## src/rtl/bus_rr_arbiter.sv

```systemverilog
// Round-robin bus arbiter with turn sequencing and destination decode into per-device receive strobes.
// Define BUS_ARB_BURST_EN to allow up to max_burst words per turn; otherwise every turn is a single word.
module bus_rr_arbiter #(
    parameter int         drvrs     = 4,
    parameter int         bits      = 32,
    parameter logic [7:0] bdcst     = 8'hFF,
    parameter int         max_burst = 4
) (
    input  logic                     clk_i,
    input  logic                     reset_i,
    input  logic [drvrs-1:0]         req_i,
    input  logic [bits-1:0]          bus_i,
    output logic [drvrs-1:0]         grant_o,
    output logic [$clog2(drvrs)-1:0] owner_o,
    output logic                     trn_chng_o,
    output logic                     wrt_o,
    output logic [drvrs-1:0]         rx_push_o,
    output logic [bits-1:0]          rx_data_o,
    output logic                     misroute_o
);
    localparam int OW = $clog2(drvrs);

    typedef enum logic [1:0] {IDLE, XFER, TURN} state_t;

    state_t          state_q, state_d;
    logic [OW-1:0]   ptr_q, ptr_d;
    logic [OW-1:0]   owner_q, owner_d;
    logic            trn_q, trn_d;
    logic [drvrs-1:0] push_d, rx_push_q;
    logic [bits-1:0] rx_data_q;
    logic            misroute_q, bad_dest;
    logic            win_vld;
    logic [OW-1:0]   win_idx;
    logic            last_word;
    logic [7:0]      dest;

`ifdef BUS_ARB_BURST_EN
    localparam int CW = (max_burst > 1) ? $clog2(max_burst) : 1;
    logic [CW-1:0] cnt_q, cnt_d;
    assign last_word = (cnt_q == CW'(max_burst - 1));
`else
    assign last_word = 1'b1;
`endif

    assign wrt_o = (state_q == XFER) && req_i[owner_q];
    assign dest  = bus_i[bits-1 -: 8];

    // First requester at or above ptr, wrapping around.
    always_comb begin
        int idx;
        win_vld = 1'b0;
        win_idx = '0;
        idx     = 0;
        for (int i = 0; i < drvrs; i++) begin
            idx = int'(ptr_q) + i;
            if (idx >= drvrs) idx = idx - drvrs;
            if (!win_vld && req_i[idx]) begin
                win_vld = 1'b1;
                win_idx = OW'(idx);
            end
        end
    end

    always_comb begin
        state_d = state_q;
        ptr_d   = ptr_q;
        owner_d = owner_q;
        trn_d   = 1'b0;
`ifdef BUS_ARB_BURST_EN
        cnt_d   = cnt_q;
`endif
        case (state_q)
            IDLE: begin
                if (win_vld) begin
                    owner_d = win_idx;
                    trn_d   = 1'b1;
                    state_d = XFER;
`ifdef BUS_ARB_BURST_EN
                    cnt_d   = '0;
`endif
                end
            end
            XFER: begin
`ifdef BUS_ARB_BURST_EN
                if (wrt_o) cnt_d = cnt_q + 1'b1;
`endif
                // wrt equals req[owner] here, so a written last word or a dropped request ends the turn
                if (!req_i[owner_q] || last_word) state_d = TURN;
            end
            TURN: begin
                ptr_d   = (owner_q == OW'(drvrs - 1)) ? '0 : owner_q + 1'b1;
                state_d = IDLE;
            end
            default: state_d = IDLE;
        endcase
    end

    always_comb begin
        grant_o = '0;
        if (state_q == XFER) grant_o[owner_q] = 1'b1;
    end

    // Sender never receives its own word; broadcast reaches everyone else.
    always_comb begin
        push_d   = '0;
        bad_dest = 1'b0;
        for (int k = 0; k < drvrs; k++) begin
            if (k != int'(owner_q) && (dest == bdcst || int'(dest) == k))
                push_d[k] = wrt_o;
        end
        if (wrt_o && dest != bdcst && int'(dest) >= drvrs) bad_dest = 1'b1;
    end

    always_ff @(posedge clk_i) begin
        if (reset_i) begin
            state_q    <= IDLE;
            ptr_q      <= '0;
            owner_q    <= '0;
            trn_q      <= 1'b0;
            rx_push_q  <= '0;
            rx_data_q  <= '0;
            misroute_q <= 1'b0;
`ifdef BUS_ARB_BURST_EN
            cnt_q      <= '0;
`endif
        end else begin
            state_q   <= state_d;
            ptr_q     <= ptr_d;
            owner_q   <= owner_d;
            trn_q     <= trn_d;
            rx_push_q <= push_d;
            if (wrt_o) rx_data_q <= bus_i;
            if (bad_dest) misroute_q <= 1'b1;
`ifdef BUS_ARB_BURST_EN
            cnt_q     <= cnt_d;
`endif
        end
    end

    assign owner_o    = owner_q;
    assign trn_chng_o = trn_q;
    assign rx_push_o  = rx_push_q;
    assign rx_data_o  = rx_data_q;
    assign misroute_o = misroute_q;
endmodule

```

## config.mk

```make
export PLATFORM = sky130hd
export DESIGN_NAME = bus_rr_arbiter
export DESIGN_NICKNAME = d
export VERILOG_FILES = /design/src/rtl/bus_rr_arbiter.sv
export SDC_FILE = /design/constraint.sdc
export NUM_CORES = 1
export LEC_CHECK = 0
export CORE_ASPECT_RATIO = 1.2
export CORE_UTILIZATION = 45
export CTS_BUF_LIST = sky130_fd_sc_hd__clkbuf_8
export CTS_CLUSTER_SIZE = 8
export DETAILED_ROUTE_END_ITERATION = 10
export GPL_TIMING_DRIVEN = 0
export PLACE_DENSITY_LB_ADDON = 0.05
export SLEW_MARGIN = 20
export SYNTH_ARGS = -nofsm -noshare
export SYNTH_HDL_FRONTEND = slang
export SYNTH_SLANG_ARGS = --single-unit
```

## constraint.sdc

```tcl
create_clock -name clk_i -period 3.9 [get_ports clk_i]
set_clock_uncertainty 0.1 [all_clocks]
set_input_delay 0.39 -clock clk_i [delete_from_list [all_inputs] [get_ports clk_i]]
set_output_delay 0.39 -clock clk_i [all_outputs]
set_load 0.1 [all_outputs]
```

# Word-level counts from Yosys, hierarchy flattened

Cells that the tools add are included.

Register bits after elaboration: 44
Output and inout bits: 45
Input port bits: 38
Word-level logic and storage cells: 107

Order comparisons: 11
Muxes and demuxes: 34
Equality and inequality tests: 12
Reduce and logical (&&, ||, !) cells: 27
$add $sub $neg: 8
Bitwise logic cells: 5

Operators by type and width:

| kind                | number |
|---|---|
| $lt 32x4->1 const B | 4 |
| $mux 32             | 4 |
| $eq 8x3->1 const B  | 2 |
| $mux 1              | 16 |
| $mux 2              | 6 |
| $sub 3x3->4 const B | 3 |
| $logic_and 1x1->1   | 11 |
| $bmux 1 s2          | 5 |
| $reduce_or 2->1     | 5 |
| $ge 3x3->1 const B  | 3 |
| $eq 8x2->1 const B  | 1 |
| $eq 8x8->1 const B  | 1 |
| $ge 8x3->1 const B  | 1 |
| $logic_not 8->1     | 1 |
| $ne 8x8->1 const B  | 1 |
| $add 2x2->3 const B | 2 |
| $not 1->1           | 5 |
| $eq 2x2->1 const B  | 2 |
| $logic_or 1x1->1    | 4 |
| $mux 4              | 1 |
| $ne 2x2->1 const A  | 2 |
| $pmux 2 s2          | 1 |
| $sub 2x3->4 const B | 1 |
| $add 2x1->3 const B | 1 |
| other kinds (12)    | 14 |

# Logic depth before layout (Yosys ltp)

Gate-level depths: netlist (run 1).

Depth in word-level cells: 17
Depth in mapped cells: 6
Depth with buffers taken out: 5

# Least setup slack after synthesis (run 1)

OpenSTA, ideal clock, no wires.

Path type: reg-to-output
Start point: reg owner_q[0] (netlist: owner_o[0])
End point: out grant_o[3]
Path buffers: 0
Required time: 3.410 ns
Data arrival time: 2.087 ns
Cell stages (with the launch flop): 3
Slack: 1.323 ns
Path through: dfxtp_1 ha_1 and2_1

Cells in the longest elaborated chain, start to end: 5
Elaborated cells between the ends (all ways): 6
Those cells by class: order compare (2); mux (3); reduce/logical (1)

Ends and longest elaborated chain:

| element                                                               | line | source |
|---|---|---|
| start: declaration                                                    | 27   | `logic [OW-1:0] owner_q, owner_d;` |
| start signal: assignment                                              | 129  | `owner_q <= owner_d;` |
| $lt 2x3->1 (not written as such) / $ge 2x1->1 (equally long branches) | 100  | `if (state_q == XFER) grant_o[owner_q] = 1'b1;` |
| $logic_and 1x1->1 (not written as such)                               | 100  |  |
| $mux 1 (not written as such)                                          | 100  |  |
| $demux 1 s2 *                                                         | 100  |  |
| $mux 4 *                                                              | 100  |  |
| end: declaration                                                      | 13   | `output logic [drvrs-1:0] grant_o,` |

Every way passes the cells marked *; elsewhere a longest branch is shown, timed or not.

# Worst setup path after layout (run 1)

Start point: in req_i[2]
End point: out wrt_o

Cells in the longest elaborated chain, start to end: 3

Ends and longest elaborated chain:

| element            | line | source |
|---|---|---|
| start: declaration | 11   | `input logic [drvrs-1:0] req_i,` |
| $bmux 1 s2         | n/a  |  |
| $mux 1             | n/a  |  |
| $logic_and 1x1->1  | 45   | `assign wrt_o = (state_q == XFER) && req_i[owner_q];` |
| end: declaration   | 16   | `output logic wrt_o,` |

No other way between the ends. The select of a mux whose other input is x is not followed.

==> results of run 1 <==
## power by group through the flow
stage / Combinational, mW / Sequential, mW / Clock [mW]
final: 0.389 / 0.493 / 0.340
after CTS: 0.391 / 0.493 / 0.348
after global routing: 0.409 / 0.496 / 0.365
after global placement: 0.389 / 0.502 / 0
after detailed placement: 0.390 / 0.503 / 0
after floorplan: 0.109 / 0.670 / 0
## cell families (layout without fill, tap and decap cells)
logic type,Yosys count,count (layout),synth area share (%)
AO/OA/AOI/OAI,46,46,15.21
adder cells (fa/ha/maj),4,4,2.817
buffers and inverters,16,106,5.704
flip-flops,44,44,49.58
multiplexers,3,3,2.465
AND/OR/NAND/NOR,97,97,24.23
## Yosys cell counts, types with 2 or more instances
cell / count
and2b_1: 2
nor4_1: 4
nor3_1: 3
or3_1: 2
buf_6: 5
nand4b_1: 2
and2_1: 4
a31oi_1: 2
clkbuf_1: 4
dfxtp_1: 44
nor2_1: 5
inv_1: 5
a211oi_1: 3
a21oi_1: 33
ha_1: 4
nand2_1: 70
## final cells by class
cell class	instances	share of cell area [%]
sequential	44	31.80
inverter	6	0.8130
timing repair buffer	82	29.63
buffer	10	2.846
tap	52	2.349
clock inverter	3	1.400
multi-input combinational	150	28.68
clock buffer	5	2.484
## sequential cells by signal, summed over array words and instances (netlist names)
register    flops
owner_o         2
rx_push_o       4
trn_chng_o      1
misroute_o      1
ptr_q           2
rx_data_o      32
state_q         2
## metrics by stage
stage | area (um2) | hold slack [ps] | setup WS (ps) | cells
finish | 2770 | 353.8 | 530.1 | 352
global route | 2770 | 375.9 | 413.3 | 352
CTS | 2770 | 356.7 | 535.7 | 352
detailed placement | 2663 | 345.4 | 535.1 | 344
global placement | 2663 | 340.7 | 552.5 | 344
floorplan | 1777 | 358.8 | 1323 | 210
## critical path, stage by stage
cell,delay [ps]
clkdlybuf4s50_1,610
mux4_2,330
nand2_4,90
inv_2,160
buf_6,160
clkdlybuf4s50_1,1130
## per-layer routing
| layer | global-route usage (%) | vias up | share of wire [%] |
|---|---|---|---|
| met5 | 0 | - | 0 |
| met4 | 8.466 | 0 | 0.92 |
| met3 | 6.216 | 4 | 6.4 |
| met2 | 36.95 | 59 | 50 |
| met1 | 25.72 | 815 | 42 |
| li1 | - | 884 | - |
## worst min-delay path by stage
stage | from | endpoint | slack [ps] | cells past startpoint
floorplan | state_q[0] | state_q[0] | 360 | 1
global placement | rx_data_o[19] | rx_data_o[19] | 340 | 2
detailed placement | rx_data_o[17] | rx_data_o[17] | 350 | 2
CTS | rx_data_o[17] | rx_data_o[17] | 360 | 2
global route | rx_data_o[10] | rx_data_o[10] | 380 | 2
finish | rx_data_o[19] | rx_data_o[19] | 350 | 2
==> impl_results.md, run 1 <==
- Status: completed
- Area grow syn2layout: 55.92%
- Worst-margin pin slew: 999.2 ps
- Critical path type: in2out
- Fin crit share: 86.41%
- IO Count: 83
- Iter 0 DRT Violations: 68
- Die height: 70.83 um
- #FFs+latches synth: 44
- P_sw: 442.6 uW
- Setup Total Neg Slack: 0 ps
- Area contributors post-synth: dfxtp_1, nand2_1, a21oi_1
- I/O Buffers: 82
- FILL cells: 309
- Final hold viol count: 0
- Rows: 24
- Max-cap check violation count: 0
- Final core utilization: 75.00%
- CP startpoint kind: input port
- Sequential power share: 40.3%
- Crit path to: wrt_o
- TritonCTS clock tree: yes
- Core area: 0.003694 mm2
- Post-synth EDFFs: 0
- Cell Int Power: 780.0 uW
- H-tree depth: 2
- Routed Antenna Nets: 0
- Reg2reg start: owner_o[0]
- Pwr dens: 441.3 mW/mm2
- Crit. End Element: primary output
- Clock Tree Root: clkbuf_8
- Unrepaired setup endpoints after global routing: false
- Post-DP HPWL: 3174 um
- Worst-skew pair later-pin latency: 290 ps
- Reg2reg path depth: 6
- Post-Route WL: 4361 um
- Clock tree sinks: 44
- Post-synth top area share: 49.58%
- Fin crit period: 3370 ps
- Pins Over Slew Limit: 0
- CTS Buf Count: 5
- Tot Pwr: 1.223 mW
- Syn Nets: 252
- Die width: 59.36 um
- Hold Buf Count CTS: 0
- Crit path launch: req_i[2]
- Synth area leader: dfxtp_1
- Vias: 1762
- Worst endpoint required time: 3410 ps
- Global route overflow: 0
- DR WL/cell: 12.39 um
- R2R setup slack: 2120 ps
- Most common cell after layout, fill and taps aside: clkdlybuf4s50_1
- Reg2reg end: rx_data_o[9]
- Max Freq: 296.7 MHz
- Via-to-Cell Ratio: 5.006
- Leakage: 1.004 nW
- Die area: 0.004204 mm2
- Share of cells above drive strength 1: 6.000%
- Crit Path Max Fanout: 10
- Deepest clock path buffer count: 2
- Antenna cell count: 0
- Synth Flop Type: dfxtp_1
- Syn_area_per_cell: 8.460 um2
- Hold Path Class: reg2reg
- Final setup viols: 0
- Net Sw Frac: 36.20%
- Area of the multi-input gates: 794.5 um2
- Worst rel slew slack: 33.18%
- Vias in the first global route: 1603
- Pin count of the biggest net entering global routing: 14
- Sequential share of the synthesized area: 49.58%
- Fin nets: 341
- # DRC: 0
- CTS resizes: 0
- CP Data Arrival Time: 2880 ps
- DRT Pass-1 Iters: 4
- GRT Total Usage: 21.91%
- YS warnings: 0
- RePlAce Congestion: 0.8073
- Post-Syn Area: 0.001777 mm2
- Distinct cells, synth: 34
- Clk pwr share: 27.8%
- Initial antenna violation count: 0
- Peak VDD IR: 0.0003051 V
- Effective utilization at floorplan: 48.10%
- Sequential Area: 880.8 um2
- Most frequent cells in the layout: clkdlybuf4s50_1, nand2_1, dfxtp_1
- Number of post-CTS setup repair buffers: 0
- Gate Count Post-Synth: 210
- Clock slew at reported path FFs: 80 ps
- Post-synth ARST share: 0%
- Logic gate share of total power: 31.8%
- First-pass GRT wire length: 6982 um
Note: power is estimated with default switching activity, not from simulation.
==> run 2: changes to the inputs <==
--- a/config.mk
+++ b/config.mk
@@ -11,7 +11,9 @@
 export CTS_CLUSTER_SIZE = 8
 export DETAILED_ROUTE_END_ITERATION = 10
 export GPL_TIMING_DRIVEN = 0
+export HOLD_SLACK_MARGIN = 0.03
 export PLACE_DENSITY_LB_ADDON = 0.05
+export SETUP_SLACK_MARGIN = 0.02
 export SLEW_MARGIN = 20
 export SYNTH_ARGS = -nofsm -noshare
 export SYNTH_HDL_FRONTEND = slang
==> results of run 2 <==
Final layout, timing and power as in run 1 (identical DEF).
